File: config.mk
export PLATFORM = sky130hd
export DESIGN_NAME = data_cache_flat
export DESIGN_NICKNAME = d
export VERILOG_FILES = /design/src/rtl/data_cache_pkg.sv /design/src/rtl/data_cache_if.sv /design/src/rtl/data_cache_store.sv /design/src/rtl/data_cache.sv /design/src/flat_wrapper.sv
export SDC_FILE = /design/constraint.sdc
export NUM_CORES = 1
export LEC_CHECK = 0
export ABC_AREA = 1
export CORE_MARGIN = 8
export CORE_UTILIZATION = 50
export DETAILED_ROUTE_END_ITERATION = 16
export DONT_BUFFER_PORTS = 1
export MAX_ROUTING_LAYER = met4
export PLACE_DENSITY = 0.68
export SYNTH_ARGS = -nofsm -noshare
export SYNTH_HDL_FRONTEND = slang
export SYNTH_SLANG_ARGS = --single-unit
export TNS_END_PERCENT = 30
File: constraint.sdc
create_clock -name clk_i -period 6.4 [get_ports clk_i]
set_clock_uncertainty 0.2 [all_clocks]
set_input_delay 1.28 -clock clk_i [delete_from_list [all_inputs] [get_ports clk_i]]
set_output_delay 1.28 -clock clk_i [all_outputs]
set_load 0.02 [all_outputs]
File: src/rtl/data_cache_pkg.sv
// Shared types and address-split helpers for the direct-mapped write-through data cache.
package data_cache_pkg;

  typedef enum logic [1:0] {
    IDLE       = 2'd0,
    REFILL     = 2'd1,
    WRITE_THRU = 2'd2
  } state_t;

  function automatic int index_width(input int sets);
    return $clog2(sets);
  endfunction

  // Byte offset is always two bits because lines hold a single 32-bit-aligned word.
  function automatic int tag_width(input int addr_width, input int sets);
    return addr_width - 2 - $clog2(sets);
  endfunction

endpackage

File: src/rtl/data_cache_if.sv
// CPU-side and memory-side bus bundle for data_cache; slave is the cache, master the environment.
interface data_cache_if #(
  parameter int ADDR_WIDTH = 32,
  parameter int DATA_WIDTH = 32
);
  logic                  cpu_req_i;
  logic                  cpu_we_i;
  logic [ADDR_WIDTH-1:0] cpu_addr_i;
  logic [DATA_WIDTH-1:0] cpu_wdata_i;
  logic [DATA_WIDTH-1:0] cpu_rdata_o;
  logic                  cpu_stall_o;
  logic                  mem_req_o;
  logic                  mem_we_o;
  logic [ADDR_WIDTH-1:0] mem_addr_o;
  logic [DATA_WIDTH-1:0] mem_wdata_o;
  logic [DATA_WIDTH-1:0] mem_rdata_i;
  logic                  mem_ack_i;

  modport slave (
    input  cpu_req_i, cpu_we_i, cpu_addr_i, cpu_wdata_i, mem_rdata_i, mem_ack_i,
    output cpu_rdata_o, cpu_stall_o, mem_req_o, mem_we_o, mem_addr_o, mem_wdata_o
  );

  modport master (
    output cpu_req_i, cpu_we_i, cpu_addr_i, cpu_wdata_i, mem_rdata_i, mem_ack_i,
    input  cpu_rdata_o, cpu_stall_o, mem_req_o, mem_we_o, mem_addr_o, mem_wdata_o
  );
endinterface

File: src/rtl/data_cache_store.sv
// Line storage: valid/tag/data arrays with one combinational read port and one synchronous write port.
module cache_store
  import data_cache_pkg::*;
#(
  parameter int ADDR_WIDTH = 32,
  parameter int DATA_WIDTH = 32,
  parameter int SETS       = 16,
  localparam int IDX_W     = index_width(SETS),
  localparam int TAG_W     = tag_width(ADDR_WIDTH, SETS)
) (
  input  logic                  clk_i,
  input  logic                  rst_i,
  input  logic [IDX_W-1:0]      rd_idx,
  output logic                  rd_valid,
  output logic [TAG_W-1:0]      rd_tag,
  output logic [DATA_WIDTH-1:0] rd_data,
  input  logic                  wr_en,
  input  logic [IDX_W-1:0]      wr_idx,
  input  logic [TAG_W-1:0]      wr_tag,
  input  logic [DATA_WIDTH-1:0] wr_data
);

  logic [SETS-1:0]       valid;
  logic [TAG_W-1:0]      tags  [SETS];
  logic [DATA_WIDTH-1:0] words [SETS];

  assign rd_valid = valid[rd_idx];
  assign rd_tag   = tags[rd_idx];
  assign rd_data  = words[rd_idx];

  always_ff @(posedge clk_i or posedge rst_i) begin
    if (rst_i) begin
      valid <= '0;
    end else if (wr_en) begin
      valid[wr_idx] <= 1'b1;
    end
  end

  // Tag and data need no reset: valid gates every use of them.
  always_ff @(posedge clk_i) begin
    if (wr_en) begin
      tags[wr_idx]  <= wr_tag;
      words[wr_idx] <= wr_data;
    end
  end

endmodule

File: src/rtl/data_cache.sv
// Direct-mapped, one-word-per-line, write-through/no-write-allocate data cache with a stalling CPU port.
module data_cache
  import data_cache_pkg::*;
#(
  parameter int ADDR_WIDTH = 32,
  parameter int DATA_WIDTH = 32,
  parameter int SETS       = 16
) (
  input  logic         clk_i,
  input  logic         rst_i,
  data_cache_if.slave  bus
);

  localparam int IDX_W = index_width(SETS);
  localparam int TAG_W = tag_width(ADDR_WIDTH, SETS);

  state_t                state;
  logic                  mem_req;
  logic                  mem_we;
  logic [IDX_W-1:0]      idx;
  logic [TAG_W-1:0]      tag;
  logic                  line_valid;
  logic [TAG_W-1:0]      line_tag;
  logic [DATA_WIDTH-1:0] line_data;
  logic                  hit;
  logic                  acked;
  logic                  wr_en;
  logic [DATA_WIDTH-1:0] wr_data;
  logic                  stall;
  logic [DATA_WIDTH-1:0] rdata;
  logic                  unused_offset;

  assign idx           = bus.cpu_addr_i[IDX_W+1:2];
  assign tag           = bus.cpu_addr_i[ADDR_WIDTH-1:IDX_W+2];
  assign unused_offset = ^bus.cpu_addr_i[1:0];

  cache_store #(
    .ADDR_WIDTH (ADDR_WIDTH),
    .DATA_WIDTH (DATA_WIDTH),
    .SETS       (SETS)
  ) u_store (
    .clk_i    (clk_i),
    .rst_i    (rst_i),
    .rd_idx   (idx),
    .rd_valid (line_valid),
    .rd_tag   (line_tag),
    .rd_data  (line_data),
    .wr_en    (wr_en),
    .wr_idx   (idx),
    .wr_tag   (tag),
    .wr_data  (wr_data)
  );

  assign hit   = bus.cpu_req_i & line_valid & (line_tag == tag);
  // An ack only counts while a memory request is actually outstanding.
  assign acked = bus.mem_ack_i & mem_req;

  always_ff @(posedge clk_i or posedge rst_i) begin
    if (rst_i) begin
      state   <= IDLE;
      mem_req <= 1'b0;
      mem_we  <= 1'b0;
    end else begin
      case (state)
        IDLE: begin
          if (bus.cpu_req_i && bus.cpu_we_i) begin
            state   <= WRITE_THRU;
            mem_req <= 1'b1;
            mem_we  <= 1'b1;
          end else if (bus.cpu_req_i && !hit) begin
            state   <= REFILL;
            mem_req <= 1'b1;
            mem_we  <= 1'b0;
          end
        end
        REFILL, WRITE_THRU: begin
          if (acked) begin
            state   <= IDLE;
            mem_req <= 1'b0;
            mem_we  <= 1'b0;
          end
        end
        default: begin
          state   <= IDLE;
          mem_req <= 1'b0;
          mem_we  <= 1'b0;
        end
      endcase
    end
  end

  always_comb begin
    stall   = 1'b0;
    rdata   = '0;
    wr_en   = 1'b0;
    wr_data = bus.cpu_wdata_i;
    case (state)
      IDLE: begin
        stall = bus.cpu_req_i & (bus.cpu_we_i | ~hit);
        if (hit && !bus.cpu_we_i) rdata = line_data;
      end
      REFILL: begin
        stall   = ~acked;
        wr_en   = acked;
        wr_data = bus.mem_rdata_i;
        if (acked) rdata = bus.mem_rdata_i;
      end
      WRITE_THRU: begin
        stall = ~acked;
        wr_en = acked & hit;
      end
      default: ;
    endcase
    if (rst_i) begin
      stall = 1'b0;
      rdata = '0;
    end
  end

  // CPU holds its request while stalled, so address and write data stay stable on the memory bus.
  assign bus.cpu_stall_o = stall;
  assign bus.cpu_rdata_o = rdata;
  assign bus.mem_req_o   = mem_req;
  assign bus.mem_we_o    = mem_we;
  assign bus.mem_addr_o  = {bus.cpu_addr_i[ADDR_WIDTH-1:2], 2'b00};
  assign bus.mem_wdata_o = bus.cpu_wdata_i;

endmodule

File: src/flat_wrapper.sv
// flat-port wrapper written by rule: the top's interface ports become plain ports
module data_cache_flat import data_cache_pkg::*;
#(
  parameter int ADDR_WIDTH = 32,
  parameter int DATA_WIDTH = 32,
  parameter int SETS       = 16
)
  (clk_i, rst_i, bus_cpu_req_i, bus_cpu_we_i, bus_cpu_addr_i, bus_cpu_wdata_i, bus_mem_rdata_i, bus_mem_ack_i, bus_cpu_rdata_o, bus_cpu_stall_o, bus_mem_req_o, bus_mem_we_o, bus_mem_addr_o, bus_mem_wdata_o);
  data_cache_if #(.ADDR_WIDTH(ADDR_WIDTH), .DATA_WIDTH(DATA_WIDTH)) bus_i ();
  input  logic clk_i;
  input  logic rst_i;
  input wire logic [$bits(bus_i.cpu_req_i)-1:0] bus_cpu_req_i;
  input wire logic [$bits(bus_i.cpu_we_i)-1:0] bus_cpu_we_i;
  input wire logic [$bits(bus_i.cpu_addr_i)-1:0] bus_cpu_addr_i;
  input wire logic [$bits(bus_i.cpu_wdata_i)-1:0] bus_cpu_wdata_i;
  input wire logic [$bits(bus_i.mem_rdata_i)-1:0] bus_mem_rdata_i;
  input wire logic [$bits(bus_i.mem_ack_i)-1:0] bus_mem_ack_i;
  output wire logic [$bits(bus_i.cpu_rdata_o)-1:0] bus_cpu_rdata_o;
  output wire logic [$bits(bus_i.cpu_stall_o)-1:0] bus_cpu_stall_o;
  output wire logic [$bits(bus_i.mem_req_o)-1:0] bus_mem_req_o;
  output wire logic [$bits(bus_i.mem_we_o)-1:0] bus_mem_we_o;
  output wire logic [$bits(bus_i.mem_addr_o)-1:0] bus_mem_addr_o;
  output wire logic [$bits(bus_i.mem_wdata_o)-1:0] bus_mem_wdata_o;
  assign bus_i.cpu_req_i = bus_cpu_req_i;
  assign bus_i.cpu_we_i = bus_cpu_we_i;
  assign bus_i.cpu_addr_i = bus_cpu_addr_i;
  assign bus_i.cpu_wdata_i = bus_cpu_wdata_i;
  assign bus_i.mem_rdata_i = bus_mem_rdata_i;
  assign bus_i.mem_ack_i = bus_mem_ack_i;
  assign bus_cpu_rdata_o = bus_i.cpu_rdata_o;
  assign bus_cpu_stall_o = bus_i.cpu_stall_o;
  assign bus_mem_req_o = bus_i.mem_req_o;
  assign bus_mem_we_o = bus_i.mem_we_o;
  assign bus_mem_addr_o = bus_i.mem_addr_o;
  assign bus_mem_wdata_o = bus_i.mem_wdata_o;
  data_cache #(.ADDR_WIDTH(ADDR_WIDTH), .DATA_WIDTH(DATA_WIDTH), .SETS(SETS)) u_core (.clk_i(clk_i), .rst_i(rst_i), .bus(bus_i));
endmodule
After elaboration in Yosys (flattened, before gate mapping)
Memories as Yosys holds them, arrays and structs flattened.
Index checks and enable logic that the tools add are counted.

cells by class
  equality and inequality tests = 5
  reductions and logical operators = 9
  mux-type cells = 25
  bitwise logic cells = 9
  $lt $le $gt $ge = 2

operators with widths
  kind                                                  number
  2-to-1 mux 32 bit                                     4
  one-hot mux 32 bit (2 select lines)                   1
  equality test 26 bit                                  1
  OR 16 bit                                             1
  2-to-1 mux 1 bit                                      10
  one-hot mux 1 bit (2 select lines)                    4
  2-to-1 mux 2 bit                                      3
  AND 1 bit                                             5
  < comparator 4 x 5 -> 1 bit (second input constant)   1
  binary-select mux 1 bit (select 4 bit)                1
  demux 1 bit (select 4 bit)                            1
  >= comparator 4 x 1 -> 1 bit (second input constant)  1
  logical AND 1 bit                                     4
  one-hot mux 2 bit (2 select lines)                    1
  != test 3 x 1 -> 1 bit (second input constant)        1
  equality test 2 x 1 -> 1 bit (second input constant)  1
  equality test 2 bit (second input constant)           1
  logical NOT 1 bit                                     2
  logical NOT 2 bit                                     1
  != test 2 x 1 -> 1 bit (second input constant)        1
  NOT 1 bit                                             2
  AND reduction 2 bit                                   1
  OR reduction 2 bit                                    1
  OR 1 bit                                              1

word-level totals
  bits of input ports = 101
  memories kept = 2
  register bits after elaboration = 20
  bits in writable memories = 928
  output and inout port bits = 99
  word-level logic and storage cells = 56

memory list
  name                  words  width  read ports  clocked after memory_dff  wr ports  RTL line                RTL
  u_core.u_store.words  16     32     1           0                         1         data_cache_store.sv:25  logic [DATA_WIDTH-1:0] words [SETS];
  u_core.u_store.tags   16     26     1           0                         1         data_cache_store.sv:24  logic [TAG_W-1:0] tags [SETS];

Longest topological paths before layout
  depth after elaboration = 9
  mapped depth = 23
  depth with buffers taken out = 21

Modules after synthesis
A second synthesis with hierarchy kept.

unflattened totals
  cells, all modules = 4244
  area total of the unflattened synthesis = 43097.6 um^2

by module, submodules not included
  module       area each (um^2)  cells an instance  instances  sequential area each (um^2)
  cache_store  40383.7           3850               1          28267.1
  data_cache   2713.9            394                1          75.1

Worst setup path before layout
OpenSTA, ideal clock, no wires.

  path type = input-to-reg
  start point = input bus_cpu_addr_i[2]
  end point = memory u_core.u_store.tags[0][0] (netlist name), enable pin
  path slack = 0.248 ns
  cell stages on the path = 19
  arrival time = 5.478 ns
  data required time = 5.726 ns
  library setup time = 0.474 ns
  buffers on the path = 4
  cell sequence = buf_6 > buf_4 > buf_2 > nand2_1 > nand2_1 > nand2_1 > nand3_1 > nand2_1 > nand2_1 > o21bai_1 > nand2_1 > nor2_1 > nand3_1 > nor2_1 > nand3_1 > nand2_2 > nand2_2 > buf_2 > nor2_1

between the ends
  cells in the longest elaborated chain, start to end = 8
  elaborated cells between the ends (all ways) = 10
  classes of those cells = eq/ne: 1; mux: 5; bitwise: 3; memory: 1

ends and longest elaborated chain
  item                                                                          RTL line                RTL
  start: declaration                                                            flat_wrapper.sv:14      input wire logic [$bits(bus_i.cpu_addr_i)-1:0] bus_cpu_addr_i;
  parallel branches: the longest is 8 deep, another holds memory (16 x 26 bit)  --
  end: declaration                                                              data_cache_store.sv:24

Several ways; the timed one is not identified. The select of a mux whose other input is x is not followed.

Worst setup path after layout
  start point = input bus_cpu_addr_i[3]
  end point = output bus_cpu_rdata_o[20]

between the ends
  cells in the longest elaborated chain, start to end = 8
  elaborated cells between the ends (all ways) = 11
  classes of those cells = eq/ne: 1; mux: 5; bitwise: 2; reduce/logical: 1; memory: 2

ends and longest elaborated chain
  item                                                                          RTL line            RTL
  parallel branches: the longest is 5 deep, another holds memory (16 x 26 bit)  --
  2-to-1 mux 32 bit (*)                                                         data_cache.sv:100   if (hit && !bus.cpu_we_i) rdata = line_data;
  one-hot mux 32 bit (2 select lines) (*)                                       data_cache.sv:97    case (state)
  2-to-1 mux 32 bit (*)                                                         data_cache.sv:114   if (rst_i) begin
  end: declaration                                                              flat_wrapper.sv:18  output wire logic [$bits(bus_i.cpu_rdata_o)-1:0] bus_cpu_rdata_o;

Every way passes the cells marked *. The select of a mux whose other input is x is not followed.

==> results.py <==
metrics = {
    "timing": {
        "rsz0062_at_grt": "false",
        "tns_ns": 0,
        "slew-limit-headroom_pct": 30.30,
        "hold_ws_ns": 0.2595,
        "finalSetupViolCount": 0,
        "tightest_slew_ns": 1.045,
        "hold_violations": 0,
        "min_period_over_period_pct": 93.12,
        "maxSlewViolCount": 0,
        "max_freq_mhz": 167.8,
        "post-route-min-period_ns": 5.960,
    },
    "detailed_routing": {
        "avgViaCountPerCell": 5.909,
        "wirelength_um": 96760,
        "vias": 24403,
        "firstDrtPassIters": 5,
        "drc_errors": 0,
        "wl_per_cell_um": 23.43,
        "drtAntennaViolNets": 0,
        "first_iter_violations": 2464,
    },
    "logic_synthesis": {
        "netlist_instances": 3107,
        "synth.top_cells.by_area": "edfxtp_1 73%, nand2_1 11%, o22ai_1 4.2%",
        "avgSynthCellArea_um2": 12.28,
        "synth_top_area_cell": "edfxtp_1",
        "yosysSeqAreaShare_pct": 74.26,
        "syn_area_mm2": 0.03817,
        "synth_top_cell_area_share_pct": 73.01,
        "yosysWarnings": 0,
        "ys_ff_latch": 947,
        "yosysUniqueCellTypes": 32,
    },
    "clock_tree": {
        "cts_tree": "yes",
        "clk_latency_ns": 0.67,
        "cts-buffers-inserted": 95,
        "path_clk_slew_ns": 0.06,
        "cts_setup_buffers": 0,
        "cts_root_buf": "clkbuf_16",
        "post_cts_resized": 0,
        "htreeDepth": 3,
        "cts_buffer_depth": 3,
        "cts.sinks": 947,
        "hold_buffers": 0,
    },
    "worst_setup_path": {
        "slowest_stage": "nand2_4",
        "path_cells": "nand2_4, inv_2, buf_12, nand2_1, nand2_1, o21ai_1, nand2_1, o21bai_1, nand2_1, nor2_1, nand3_1, nor2_1, nand3_2, buf_4, nor2_1, nand2_1, a21oi_1, buf_4",
        "critPathArrivalTime_ns": 4.48,
        "setup.worst_path.end_class": "primary output",
        "crit_path_frequent_cell": "nand2_1",
        "path_buf_inv": 4,
        "critPathMaxStageDelay_ns": 0.38,
        "critPathTopFamily": "simple AND/OR/NAND/NOR gates",
        "critPathRequiredTime_ns": 4.92,
        "critical_path_class": "input port to primary output",
        "start_kind": "input port",
        "worst-path-max-fanout": 65,
    },
    "floorplan": {
        "fp.dieH_um": 292.3,
        "io_pins": 200,
        "core_area_mm2": 0.07582,
        "rows": 101,
        "die_width_um": 292.3,
        "floorplan.initialDensity_pct": 50.34,
        "die_area_mm2": 0.08543,
    },
    "finish": {
        "mostFrequentLayoutCells": "1075 x nand2_1, 928 x edfxtp_1, 256 x o22ai_1, 148 x o21ai_0, 123 x nand3_1",
        "fill_cells": 6036,
        "fin_nets": 3178,
        "final_common_cell": "nand2_1",
        "diodes": 0,
        "area_growth_pct": 11.04,
        "layout-drive-gt1-share_pct": 9.074,
    },
    "global_route": {
        "grt_pass1_wl_um": 146100,
        "grt_usage_pct": 22.80,
        "grt_start_max_net_pins": 143,
        "grt_pass1_vias": 24296,
        "grt_antenna_before_repair": 0,
        "grt.overflow.total": 0,
    },
    "job": {
        "cap_viol_max_count": 0,
    },
    "placement": {
        "gp_congestion": 0.8465,
        "port_buffers": 0,
        "dpl.hpwl_um": 50990,
    },
    "power": {
        "power_leakage_nw": 15.06,
        "powerDensity_mw_per_mm2": 336.7,
        "peakVddDrop_mv": 0.2673,
    },
    "hold_path": {
        "hold_path_class": "flip-flop to flip-flop",
    },
    "outcome": {
        "outcome": "completed",
    },
}
## layer usage
layer  wire, um  vias to the layer above  track usage, %
met5          0                        -               -
met4       2550                        0           6.539
met1      38390                    12025           29.04
met2      46850                     1229           37.47
li1           -                    10966               -
met3       8962                      183           4.330
## report_power, final
part / internal [W] / switching (W)
combinational: 0.000305 / 0.00107
clock: 0.00324 / 0.00235
sequential: 0.00728 / 0.0000395
## worst reg2reg max path: stages (launching register included)
cell and delay [ns]:
edfxtp_1 0.37, nand2_1 0.07, nand2_1 0.05, nand2_1 0.05, nand3_1 0.08, nand2_1 0.06
nand2_1 0.09, o21bai_1 0.32, nand2_1 0.12, nor2_1 0.12, nand3_1 0.07, nor2_1 0.33
nand3_1 0.16, nand2_2 0.14, nand2_2 0.38, nor2_4 0.24, buf_4 0.64
## stage by stage
| step | power [W] | worst slack, ns | utilization [%] | std cells | area, um2 |
|---|---|---|---|---|---|
| after floorplan | 0.008387 | 0.2483 | - | 3108 | 38170 |
| after global placement | 0.008728 | 0.6241 | 51.73 | 3954 | 39220 |
| after detailed placement | 0.008801 | 0.5926 | 51.73 | 3954 | 39220 |
| after CTS | 0.01431 | 0.5790 | 55.90 | 4130 | 42380 |
| after global routing | 0.01473 | 0.1933 | 55.90 | 4130 | 42380 |
| final | 0.01427 | 0.4403 | 55.90 | 4130 | 42380 |
## synthesized netlist by cell type, drive strengths merged
master / n
a22oi: 3
o21ai: 161
buf: 135
clkbuf: 96
a21oi: 52
or2: 2
nand2: 1079
inv: 55
dfrtp: 19
o22ai: 256
nor3: 11
o21bai: 22
clkinv: 4
edfxtp: 928
nand4: 24
nand3: 124
ha: 4
conb: 1
nor2: 131
## final cells by class
class	count	area, um2	area share [%]
clock buffers	113	2445	5.769
well taps	978	1224	2.887
multi-input cells	1871	8506	20.07
inverters	59	232.7	0.5491
repair buffers	99	918.4	2.167
clock inverters	63	714.4	1.686
flip-flops and latches	947	28340	66.87
## worst paths after layout
path | slack, ns | startpoint | depth (start not counted) | endpoint
worst max-delay path | 0.44 | bus_cpu_addr_i[3] | 18 | bus_cpu_rdata_o[20]
worst min-delay path | 0.26 | u_core.u_store.valid[7] | 2 | u_core.u_store.valid[7]
worst max register to register | 2.47 | u_core.u_store.tags[5][24] | 16 | u_core.u_store.tags[0][3]
worst min register to register | 0.26 | u_core.u_store.valid[7] | 2 | u_core.u_store.valid[7]
max in group asynchronous | 4.95 | rst_i | 1 | u_core.u_store.valid[1]
min in group asynchronous | 0.49 | rst_i | 1 | u_core.u_store.valid[5]
## state kept, by name, indices dropped and copies added, names as in the netlist
register / count
u_core.u_store.words: 512
u_core.u_store.tags: 416
u_core.u_store.valid: 16
u_core.state: 2
u_core.bus.mem_req_o: 1
## kinds of logic (layout without fill, tap and decap cells)
| kind of cell | count (synthesis) | count (layout) | share of synthesized area, % |
|---|---|---|---|
| compound gates | 494 | 494 | 7.579 |
| simple gates | 1371 | 1371 | 14.19 |
| fa+ha+maj | 4 | 4 | 0.1311 |
| buf+inv | 290 | 334 | 3.826 |
| other cells | 1 | 2 | 0.009825 |
| flops | 947 | 947 | 74.26 |
Power figures use the tool's default switching activity.
